### src/rtl/pipe_regfile.sv
// Architectural register file: NUM_REGS x DATA_WIDTH, one write port, two combinational read ports.
// Define RF_BYPASS_EN to forward same-cycle write data to matching read ports.
module pipe_regfile #(
  parameter int DATA_WIDTH = 64,
  parameter int ADDR_WIDTH = 5,
  parameter int NUM_REGS   = 32,
  parameter int ZERO_REG   = 31
) (
  input  logic                  clk,
  input  logic                  reset,
  input  logic                  RegWrite,
  input  logic [ADDR_WIDTH-1:0] WriteRegister,
  input  logic [DATA_WIDTH-1:0] WriteData,
  input  logic [ADDR_WIDTH-1:0] ReadRegister1,
  input  logic [ADDR_WIDTH-1:0] ReadRegister2,
  output logic [DATA_WIDTH-1:0] ReadData1,
  output logic [DATA_WIDTH-1:0] ReadData2
);

  localparam logic [ADDR_WIDTH-1:0] ZERO_IDX = ADDR_WIDTH'(ZERO_REG);

  logic [DATA_WIDTH-1:0] r_regs [NUM_REGS];
  logic                  w_we;

  assign w_we = RegWrite && (WriteRegister != ZERO_IDX);

  always_ff @(posedge clk) begin
    if (reset) begin
      for (int unsigned i = 0; i < NUM_REGS; i++) begin
        r_regs[i] <= '0;
      end
    end else if (w_we) begin
      r_regs[WriteRegister] <= WriteData;
    end
  end

`ifdef RF_BYPASS_EN
  logic w_byp1;
  logic w_byp2;

  // Forwarding is qualified by w_we, so the zero register is never bypassed.
  assign w_byp1 = !reset && w_we && (WriteRegister == ReadRegister1);
  assign w_byp2 = !reset && w_we && (WriteRegister == ReadRegister2);

  always_comb begin
    ReadData1 = '0;
    ReadData2 = '0;
    if (ReadRegister1 != ZERO_IDX) begin
      ReadData1 = w_byp1 ? WriteData : r_regs[ReadRegister1];
    end
    if (ReadRegister2 != ZERO_IDX) begin
      ReadData2 = w_byp2 ? WriteData : r_regs[ReadRegister2];
    end
  end
`else
  always_comb begin
    ReadData1 = '0;
    ReadData2 = '0;
    if (ReadRegister1 != ZERO_IDX) begin
      ReadData1 = r_regs[ReadRegister1];
    end
    if (ReadRegister2 != ZERO_IDX) begin
      ReadData2 = r_regs[ReadRegister2];
    end
  end
`endif

endmodule

### config.mk
export PLATFORM = sky130hd
export DESIGN_NAME = pipe_regfile
export DESIGN_NICKNAME = d
export VERILOG_FILES = /design/src/rtl/pipe_regfile.sv
export SDC_FILE = /design/constraint.sdc
export NUM_CORES = 2
export LEC_CHECK = 0
export CAP_MARGIN = 5
export CORE_MARGIN = 2
export CORE_UTILIZATION = 51
export DETAILED_ROUTE_END_ITERATION = 7
export PLACE_DENSITY = 0.72
export SLEW_MARGIN = 20
export SYNTH_ARGS = -nofsm -noshare
export SYNTH_HDL_FRONTEND = slang
export SYNTH_SLANG_ARGS = --single-unit
### constraint.sdc
create_clock -name clk -period 7.3 [get_ports clk]
set_input_delay 1.46 -clock clk [delete_from_list [all_inputs] [get_ports clk]]
set_output_delay 1.46 -clock clk [all_outputs]
set_load 0.02 [all_outputs]
==> flow_summary.ini <==
[status]
status = finished clean

[clock_tree]
clockBufferDepth = 3
postCtsSetupRepairBufs = 0
clockRootBuffer = clkbuf_16
cts_tree = built
cts_buffers = 215
ctsResizeCount = 0
clock-sinks = 2048
hold_buffers = 0
clk_pin_slew_ns = 0.06
cts-htree-levels = 4

[timing]
slew_violations = 0
report.final.hold_viol_count = 0
finalSetupTns_ns = 0
max_slew_margin_pct = 17.07
finalSetupViolCount = 0
grt_setup_unrepaired = no
setup_slack_ns = 0.8880
period_minus_slack_ns = 6.412
max_slew.worst_pin.slew_ns = 1.244
min_period_over_period_pct = 87.84
hold_slack_ns = 1.046
fmax_mhz = 156.0

[worst_setup_path]
cpLargestDelayFamily = buffers and inverters
slowest_stage = nor3_1
cpMostUsedCell = buf_4
critPathCaptureType = output pin
worstPathCellList = buf_4 > inv_4 > buf_4 > buf_4 > mux4_2 > nor2_1 > nor3_1 > buf_4 > clkdlybuf4s50_1
critPathMaxStageDelay_ns = 0.75
path_class = input port to output pin
worst_ep_arrival_time_ns = 4.95
critical_path_buf_inv_count = 6
crit_required_ns = 5.84
startpoint_type = input port
cp_num_cells = 9
critPathMaxFanout = 17

[grt]
grtUsageMet1_pct = 46.91
antenna_found_initial = 63
grt_usage_pct = 35.11
grtUsageMet3_pct = 9.714
grt_pass1_vias = 69270
grt_max_degree = 94
met2_usage_pct = 53.04
busiest_layer = met2
grt_pass1_wl_microns = 530200
globalRoute.totalOverflow = 0

[placement]
gp_congestion = 0.8404
hpwl_microns = 205500
port_buffers = 209
place_ws_ns = 0.8789
dpl_cell_area_sq_um = 114100

[yosys]
ys_ff_latch = 2048
synthDistinctLibCells = 38
netlist_area_sq_um = 108400
synth_area_leader_cell = edfxtp_1
synth_area_per_cell_sq_um = 15.85
async_reset_ff_share_pct = 0
ys_seq_area_share_pct = 56.75
synth_edf_count = 2048
syn-instance-count = 6835
synth_ff_type = edfxtp_1
yosys-top-cells-area = edfxtp_1, mux4_2, and2_1
yosys_warnings = 0
yosysTopAreaCellShare_pct = 56.75

[power_and_ir_drop]
leakagePower_nw = 41.55
vdd_ir_drop_max_v = 0.0002667
p_int_mw = 21.48
power.switching_mw = 7.253
power_density_nw_per_um2 = 237.1
power_frac_clock_pct = 38.6
switching_share_pct = 25.24
seq_power_share_pct = 48.4
comb_power_share_pct = 13.0

[final_layout]
design_area_sq_um = 121200
final_common_cell = edfxtp_1
final_cell_mix = edfxtp_1, and2_1, mux4_2
drive_above_1_share_pct = 24.53
top_regs = r_regs: 2048 flops
largest_register_ffs = 2048
fin_nets = 6896
top_register = r_regs
syn2layout_area_growth_pct = 11.81

[die]
core_sq_um = 211700
die-area_sq_um = 216200
row_count = 169
fp.dieW_microns = 465.0
dieHeight_microns = 465.0
initial_core_util_pct = 51.20
pin_count = 210

[detailed_routing]
num_vias = 70050
drt_iter0_markers = 14240
ant_nets = 0
drcViolationCount = 0
wl_per_cell_microns = 38.76
dr.pass1.iters = 6
vias_per_cell = 7.115
routed_wl_microns = 381600

[min_path]
min_path_cells = 1
min_path_type = input port to flop

[flow_run]
cap_violations = 0
routing by layer:
metal / vias up / routed length (microns)
met3: 1351 / 59380
met4: 30 / 22260
li1: 26340 / -
met5: - / 182
met2: 6656 / 173300
met1: 35670 / 126500
kinds of logic after synthesis:
kind of cell    Yosys count  synth area share (%)
compound gates          342                 2.263
buf+inv                 816                 3.196
flops                  2048                 56.75
mux                    1396                 25.15
other cells               1              0.003460
simple gates           2232                 12.63
Yosys cell counts, types with 25 or more instances:
cell / instances
and3_1: 29
o2bb2ai_1: 40
edfxtp_1: 2048
nor3_1: 43
mux2i_1: 318
o221ai_1: 54
a21oi_1: 30
and2_1: 1984
nor2_1: 74
buf_4: 40
or2_2: 34
clkbuf_1: 569
inv_1: 51
mux4_2: 1060
a211oi_1: 34
buf_2: 98
o22ai_1: 60
nor2b_1: 25
a22oi_1: 30
o21ai_0: 49
buf_1: 39
power groups by stage:
stage	logic, mW	registers [mW]	clock network [mW]
finish	3.73	13.9	11.1
global route	3.82	14.0	11.5
CTS	3.67	13.9	11.1
detailed placement	3.65	14.1	0
global placement	3.63	14.1	0
floorplan	2.25	14.0	0
path summary, 6_finish.rpt:
kind	from	end	slack [ns]
hold / removal	reset	r_regs[31][5]	1.05
setup / recovery	ReadRegister2[3]	ReadData2[0]	0.89
stage by stage:
stage | power [mW] | util (%) | cells
floorplan | 16.27 | - | 6898
global placement | 17.70 | 53.87 | 9414
detailed placement | 17.80 | 53.90 | 9416
CTS | 28.65 | 57.18 | 9811
global route | 29.32 | 57.22 | 9823
finish | 28.73 | 57.24 | 9845
area by class of cell:
| cell class | count | area, sq um |
|---|---|---|
| Sequential cell | 2048 | 61500 |
| Clock inverter | 136 | 1343 |
| Fill cell | 15840 | 90500 |
| Inverter | 53 | 203.9 |
| Clock buffer | 259 | 5609 |
| Multi-Input combinational cell | 4034 | 44000 |
| Tap cell | 2821 | 3530 |
| Timing Repair Buffer | 462 | 4903 |
| Antenna cell | 32 | 80.08 |
(Power assumes the default switching activity.)
